`src/rtl/uart_echo_engine.sv`:
```
// Echo/transform engine between a UART core's receive and transmit sides.
// Received bytes are case-transformed, queued in a FIFO and replayed one per transmit handshake.
module uart_echo_engine #(
  parameter int unsigned DEPTH       = 16,
  parameter int unsigned ADDR_W      = 4,
  parameter bit          DROP_ERRORS = 1'b1,
  parameter bit          CRLF_EXPAND = 1'b1
) (
  input  logic              CLK,
  input  logic              RST_N,
  input  logic              received,
  input  logic [7:0]        rx_byte,
  input  logic              recv_error,
  input  logic              is_transmitting,
  input  logic [1:0]        mode,
  input  logic              clr_overflow,
  output logic              transmit,
  output logic [7:0]        tx_byte,
  output logic [ADDR_W:0]   fifo_count,
  output logic              overflow
);

  typedef enum logic [1:0] {StIdle, StReq, StWaitBusy, StWaitDone} state_e;

  localparam logic [ADDR_W:0] FullCnt = (ADDR_W + 1)'(DEPTH);

  function automatic logic [7:0] xform(input logic [7:0] b, input logic [1:0] m);
    logic       is_lo;
    logic       is_up;
    logic [7:0] r;
    is_lo = (b >= 8'h61) && (b <= 8'h7A);
    is_up = (b >= 8'h41) && (b <= 8'h5A);
    r     = b;
    case (m)
      2'd1:    if (is_lo) r[5] = 1'b0;
      2'd2:    if (is_up) r[5] = 1'b1;
      2'd3:    if (is_lo || is_up) r[5] = ~b[5];
      default: r = b;
    endcase
    return r;
  endfunction

  logic [7:0]        mem_q [DEPTH];
  logic [ADDR_W-1:0] wr_ptr_q, wr_ptr_d;
  logic [ADDR_W-1:0] rd_ptr_q, rd_ptr_d;
  logic [ADDR_W:0]   count_q, count_d;
  logic              overflow_q, overflow_d;
  state_e            state_q, state_d;
  logic              transmit_q, transmit_d;
  logic [7:0]        tx_byte_q, tx_byte_d;
  logic              lf_pending_q, lf_pending_d;

  logic       push, pop, full, wr_en, ovf_set;
  logic [7:0] wr_data, head;

  always_comb begin
    push    = received && !(DROP_ERRORS && recv_error);
    full    = (count_q == FullCnt);
    // Popping is held off while the core is busy so a pulse never lands mid-frame.
    pop     = (state_q == StIdle) && (count_q != '0) && !is_transmitting;
    wr_en   = push && (!full || pop);
    ovf_set = push && full && !pop;
    wr_data = xform(rx_byte, mode);
    head    = mem_q[rd_ptr_q];

    wr_ptr_d = wr_en ? wr_ptr_q + ADDR_W'(1) : wr_ptr_q;
    rd_ptr_d = pop ? rd_ptr_q + ADDR_W'(1) : rd_ptr_q;

    unique case ({wr_en, pop})
      2'b10:   count_d = count_q + (ADDR_W + 1)'(1);
      2'b01:   count_d = count_q - (ADDR_W + 1)'(1);
      default: count_d = count_q;
    endcase

    if (ovf_set) begin
      overflow_d = 1'b1;
    end else if (clr_overflow) begin
      overflow_d = 1'b0;
    end else begin
      overflow_d = overflow_q;
    end
  end

  always_comb begin
    state_d      = state_q;
    transmit_d   = 1'b0;
    tx_byte_d    = tx_byte_q;
    lf_pending_d = lf_pending_q;
    unique case (state_q)
      StIdle: begin
        if (pop) begin
          tx_byte_d  = head;
          transmit_d = 1'b1;
          state_d    = StReq;
          if (CRLF_EXPAND && (head == 8'h0D)) lf_pending_d = 1'b1;
        end
      end
      StReq: state_d = StWaitBusy;
      StWaitBusy: begin
        if (is_transmitting) state_d = StWaitDone;
      end
      StWaitDone: begin
        if (!is_transmitting) begin
          // The LF goes out ahead of any queued byte and never occupies a FIFO slot.
          if (lf_pending_q) begin
            tx_byte_d    = 8'h0A;
            lf_pending_d = 1'b0;
            transmit_d   = 1'b1;
            state_d      = StReq;
          end else begin
            state_d = StIdle;
          end
        end
      end
      default: state_d = StIdle;
    endcase
  end

  always_ff @(posedge CLK) begin
    if (wr_en) mem_q[wr_ptr_q] <= wr_data;
  end

  always_ff @(posedge CLK or negedge RST_N) begin
    if (!RST_N) begin
      wr_ptr_q     <= '0;
      rd_ptr_q     <= '0;
      count_q      <= '0;
      overflow_q   <= 1'b0;
      state_q      <= StIdle;
      transmit_q   <= 1'b0;
      tx_byte_q    <= 8'h00;
      lf_pending_q <= 1'b0;
    end else begin
      wr_ptr_q     <= wr_ptr_d;
      rd_ptr_q     <= rd_ptr_d;
      count_q      <= count_d;
      overflow_q   <= overflow_d;
      state_q      <= state_d;
      transmit_q   <= transmit_d;
      tx_byte_q    <= tx_byte_d;
      lf_pending_q <= lf_pending_d;
    end
  end

  assign transmit   = transmit_q;
  assign tx_byte    = tx_byte_q;
  assign fifo_count = count_q;
  assign overflow   = overflow_q;

endmodule

```
`config.mk`:
```
export PLATFORM = sky130hd
export DESIGN_NAME = uart_echo_engine
export DESIGN_NICKNAME = d
export VERILOG_FILES = /design/src/rtl/uart_echo_engine.sv
export SDC_FILE = /design/constraint.sdc
export NUM_CORES = 1
export LEC_CHECK = 0
export ABC_AREA = 0
export BUFFER_PORTS_ARGS = -buffer_cell sky130_fd_sc_hd__clkbuf_2
export CAP_MARGIN = 25
export CORE_MARGIN = 2
export CORE_UTILIZATION = 65
export CTS_CLUSTER_DIAMETER = 120
export DETAILED_ROUTE_END_ITERATION = 10
export PLACE_DENSITY = 0.94
export REMOVE_ABC_BUFFERS = 1
export SLEW_MARGIN = 15
export SYNTH_ARGS = -nofsm -noshare
export SYNTH_HDL_FRONTEND = slang
export SYNTH_SLANG_ARGS = --single-unit
```
`constraint.sdc`:
```
create_clock -name CLK -period 4.03 [get_ports CLK]
set_clock_uncertainty 0.2 [all_clocks]
set_input_delay 0.403 -clock CLK [delete_from_list [all_inputs] [get_ports CLK]]
set_output_delay 0.403 -clock CLK [all_outputs]
set_load 0.005 [all_outputs]
```
== Word level (Yosys, flattened, before mapping) ==
Memories as Yosys holds them, arrays and structs flattened.
Cells that the tools add are included.
Storage, ports and cells
  register bits after elaboration: 26
  bits in writable memories: 128
  input bits: 16
  output and inout bits: 15
  word-level logic and storage cells: 81
  memories: 1
Memories
  mem_q: depth 16, width 8, read ports 1, clocked after Yosys merged registers in 0, wr ports 1, line 43  | logic [7:0] mem_q [DEPTH];
Operators by class
  add/subtract/negate cells: 4
  magnitude comparators: 4
  equal/unequal tests: 15
  muxes and demuxes: 26
  bitwise operators: 1
  reduce and logical (&&, ||, !) cells: 22
Operators by type and width (number)
  two-way mux 8 bit: 3
  >= comparator 8 x 7 -> 1 bit (second input constant): 2
  less-or-equal comparator 8 x 7 -> 1 bit (second input constant): 2
  case mux 8 bit (2 select lines): 1
  two-way mux 1 bit: 14
  equality test 2 bit (second input constant): 5
  case mux 5 bit (2 select lines): 1
  adder 4 x 1 -> 4 bit (second input constant): 2
  equality test 8 x 4 -> 1 bit (second input constant): 1
  logical AND 1 bit: 8
  inequality test 2 bit (second input constant): 4
  case mux 2 bit (4 select lines): 1
  AND reduction 4 bit: 2
  equality test 2 x 1 -> 1 bit (second input constant): 3
  two-way mux 2 bit: 3
  nonzero test 2 bit: 3
  adder 5 x 1 -> 5 bit (second input constant): 1
  equality test 5 bit (second input constant): 1
  nonzero test 5 bit: 1
  subtractor 5 x 1 -> 5 bit (second input constant): 1
  logical NOT 1 bit: 4
  case mux 1 bit (2 select lines): 2
  case mux 1 bit (3 select lines): 1
  AND reduction 3 bit: 1
  other kinds (4): 5

== Longest topological paths before layout ==
  depth after elaboration: 7
  mapped depth: 12
  depth with buffers taken out: 12

== Worst setup path after synthesis ==
No wires, ideal clock.
  path kind: reg-to-reg
  start point: reg count_q[1] (netlist: fifo_count[1])
  end point: reg count_q[4] (netlist: fifo_count[4])
  setup time: 135 ps
  arrival: 2423 ps
  slack: 1272 ps
  stages on the path, launching flop included: 12
  buffers on the path: 0
  period minus slack after synthesis: 2758 ps
  cells stage by stage: dfrtp_1 -> or4_1 -> o21ai_2 -> nor2_1 -> nand2_1 -> inv_1 -> ha_1 -> nor2b_1 -> o21a_1 -> o211ai_1 -> o31ai_1 -> xor2_1
On the way
  longest elaborated chain between the ends: 7
Ends and longest elaborated chain
  start, declared: line 46  | logic [ADDR_W:0] count_q, count_d;
  start signal, assigned: line 136  | count_q <= count_d;
  nonzero test 5 bit: line 60  | pop = (state_q == StIdle) && (count_q != '0) && !is_transmitting;
  logical AND 1 bit (2 in series): line 60
  logical OR 1 bit: line 61  | wr_en = push && (!full || pop);
  logical AND 1 bit: line 61
  equality test 2 x 1 -> 1 bit or equality test 2 bit (tied branches): line 69  | unique case ({wr_en, pop})
  case mux 5 bit (2 select lines) or nonzero test 2 bit (tied branches)
Parallel ways exist; a longest one is shown, timed or not.
A chain may end at the register's enable or synchronous reset.

== Final worst setup path ==
Same ends and word-level chain as after synthesis.

==> summary.txt <==
Global routing
  • Grt ovf: 0
  • Vias in the first global route: 3,542
  • Largest net degree at the start of global routing: 27
  • First-pass GRT wire length: 20,220 um
  • Antenna violations before repair: 0
  • Overall Global Routing Usage: 0.2786

Power and ir drop
  • Combinational Power Share: 0.296
  • Clk pwr share: 0.280
  • Int Pwr: 3.368 mW
  • Switching Fraction: 0.3335
  • Psw: 1.685 mW
  • Peak supply drop: 0.0003902 V
  • Power density over the cells: ~700 nW/um^2
  • Sequential Power Share: 0.424
  • Static leakage: about 2.6 nW

Die
  • Initial core utilization: 0.6604
  • Die Ht: ~100 um
  • Die area: 10,550 um^2
  • Core Area: between 9000 and 10,000 um^2
  • Die width: 102.7 um
  • Row count: 36
  • # IOs: 31

Clocking
  • Hold_buf cts: 3
  • Number of CTS-inserted buffers: 17
  • Post-CTS Setup Inserts: 0
  • CTS root buf: clkbuf_8
  • Post_cts resized: 0
  • Clk buf depth: 2
  • Worst-path clk slew: 0.07 ns
  • Clock Latency Late Sink: 0.53 ns
  • CTS tree: built
  • Clock Sinks: 154
  • CTS H-tree lvls: 4

Detailed routing
  • Total Wirelength: 13,590 um
  • DR vias/cell: between 6 and 7
  • Antenna Nets Post-Route: 0
  • TritonRoute pass-1 iters: 5
  • Vias: 3,526
  • DRC: 0
  • Wirelength per Cell: around 25 um
  • DR iter-0 viols: 377

STA
  • Relative slew slack: 0.4360
  • Final hold vios: 0
  • Total negative setup slack: 0 ns
  • Fin worst setup slack: 0.9166 ns
  • Max frequency: 321.2 MHz
  • Pins Over Slew Limit: 0
  • RSZ-0062 raised after global routing: false
  • Worst-Margin Slew: 0.8429 ns
  • Tmin final: 3.113 ns
  • Fin crit share: 0.7726
  • Final setup viols: 0

Synth
  • Distinct cells, synth: 49
  • Synth top area share: 0.6066
  • Leading area contributor after synthesis: edfxtp_1
  • Seq/Total Area, Yosys: 0.7093
  • Post-synth EDFFs: between 100 and 150
  • Ys Warns: 0
  • Top cells by area, synth: edfxtp_1 61%, mux4_2 11%, dfrtp_1 10%, ha_1 2.4%, a22oi_1 1.8%
  • Syn Inst Count: 354
  • Post-synth ARST share: 0.1688
  • Synth Flop Type: edfxtp_1
  • Synth Cell Area: 6336 um^2
  • Avg Cell Area, Syn: 17.90 um^2
  • Flops & latches, synth: 154

Layout
  • Commonest non-fill, non-tap cell in the layout: edfxtp_1
  • Fraction of layout cells with a size suffix above 1: 0.2699
  • Area growth, synth to finish: 13.90%
  • Nets: 431
  • Fin cells: 548
  • Final Util: 0.7522
  • ANT cells: 0
  • Fillers: 508
  • Commonest non-fill, non-tap cells in the layout: 128 x edfxtp_1, 32 x mux4_2, 30 x clkbuf_2

Place
  • Placed Cells incl. Taps: roughly 510
  • DP Worst Slack: 1.018 ns
  • Routability cong.: around 0.9
  • Port buffer count: 30
  • Post-DP HPWL: ~8400 um

Status
  • Outcome: completed

Setup path
  • Critical register-to-register path startpoint: fifo_count[1]$_DFFE_PN0P_
  • R2R Path End: fifo_count[4]$_DFFE_PN0P_
  • R2R cell count: 11
  • Crit Path Max Fanout: 6
  • R2R setup slack: between 0.9 and 1 ns
  • CP arrival: about 3.3 ns
  • Critical Path RT: between 4 and 5 ns
  • Worst Setup Start Kind: flop
  • Crit Path Class: reg2reg
  • CP Capture Type: flop

Min path
  • Hold path start: received
  • Hold Path Sink: overflow$_DFFE_PN0P_
  • Worst Hold Class: in2reg
  • Hold Path Stages: 3

Job
  • Max cap viols: 0
==> flip-flops by register name, indices dropped and copies added, names as in the netlist <==
register	count
mem_q	128
lf_pending_q	1
overflow	1
state_q	2
fifo_count	5
rd_ptr_q	4
wr_ptr_q	4
transmit	1
tx_byte	8
==> how the worst max path moves through the flow <==
| stage | slack (ns) | cells after the start | start | to |
|---|---|---|---|---|
| final | 0.92 | 11 | fifo_count[1]$_DFFE_PN0P_ | fifo_count[4]$_DFFE_PN0P_ |
| after global placement | 1.15 | 11 | fifo_count[1]$_DFFE_PN0P_ | fifo_count[4]$_DFFE_PN0P_ |
| after floorplan | 0.84 | 6 | rd_ptr_q[0]$_DFFE_PN0N_ | lf_pending_q$_DFFE_PN0P_ |
| after CTS | 1.00 | 11 | fifo_count[1]$_DFFE_PN0P_ | fifo_count[4]$_DFFE_PN0P_ |
| after global routing | 0.72 | 11 | fifo_count[1]$_DFFE_PN0P_ | fifo_count[4]$_DFFE_PN0P_ |
| after detailed placement | 1.02 | 11 | fifo_count[1]$_DFFE_PN0P_ | fifo_count[4]$_DFFE_PN0P_ |
==> per-stage QoR <==
step           instance area (um^2)  power, mW  hold WS (ns)
6_report                       7217      5.053       0.07192
3_3_place_gp                   6655      3.511        0.2407
3_5_place_dp                   6655      3.607        0.2534
5_1_grt                        7217      5.272       0.06683
4_1_cts                        7217      5.046       0.04890
2_1_floorplan                  6262      3.111      -0.09259
==> power by group through the flow <==
stage	clock, mW	sequential [mW]	combinational, mW
finish	1.42	2.14	1.50
global placement	0	2.15	1.36
CTS	1.42	2.14	1.48
detailed placement	0	2.17	1.44
floorplan	0	2.18	0.933
global route	1.49	2.17	1.61
==> synth_stat cells, drive strengths merged, types with 2 or more instances <==
| library cell | instances |
|---|---|
| edfxtp | 128 |
| a22oi | 15 |
| mux4 | 32 |
| and2 | 9 |
| a31oi | 2 |
| or4 | 2 |
| buf | 7 |
| nor3b | 2 |
| a21o | 2 |
| mux2 | 2 |
| o32ai | 2 |
| o211ai | 2 |
| dfrtp | 26 |
| nor3 | 4 |
| a21oi | 6 |
| nand2 | 20 |
| nor4 | 2 |
| a22o | 8 |
| inv | 14 |
| nor2 | 11 |
| o21ai | 7 |
| nand4 | 2 |
| nand2b | 4 |
| clkbuf | 7 |
| ha | 12 |
| nor2b | 3 |
| xor2 | 3 |
| xnor2 | 7 |
==> logic make-up after synthesis <==
group	after synthesis	share of synthesized area
AOI/OAI and AO/OA	50	0.05767
xor gates and xnor gates	10	0.01382
adders and majority gates	13	0.02686
buffers and inverters	28	0.01995
DFF	154	0.7093
muxes	35	0.1189
and+or+nand+nor	64	0.05352
==> metal layers <==
layer	vias up	routed length (um)	global-route usage
met5	-	0	0
met3	30	854	0.05220
met4	0	308	0.1022
met2	167	7467	0.4892
li1	1505	-	-
met1	1824	4957	0.3504
==> area by class of cell <==
| class | instances | area [um^2] | area share |
|---|---|---|---|
| Sequential cell | 154 | 4496 | 0.6229 |
| Multi-Input combinational cell | 172 | 1715 | 0.2377 |
| Clock buffer | 18 | 417.9 | 0.05791 |
| Timing Repair Buffer | 43 | 255.2 | 0.03537 |
| Tap cell | 133 | 166.4 | 0.02306 |
| Clock inverter | 14 | 113.9 | 0.01578 |
| Inverter | 14 | 52.55 | 0.007282 |
==> critical path: stages, from the launching register on <==
cell	delay, ns
dfrtp_1	0.43
or4_1	0.61
o21ai_2	0.23
nor2_1	0.14
nand2_1	0.14
inv_1	0.10
ha_1	0.33
nor2b_1	0.15
o21a_1	0.19
o211ai_1	0.18
o31ai_1	0.12
xor2_1	0.15
(Power assumes the default switching activity.)
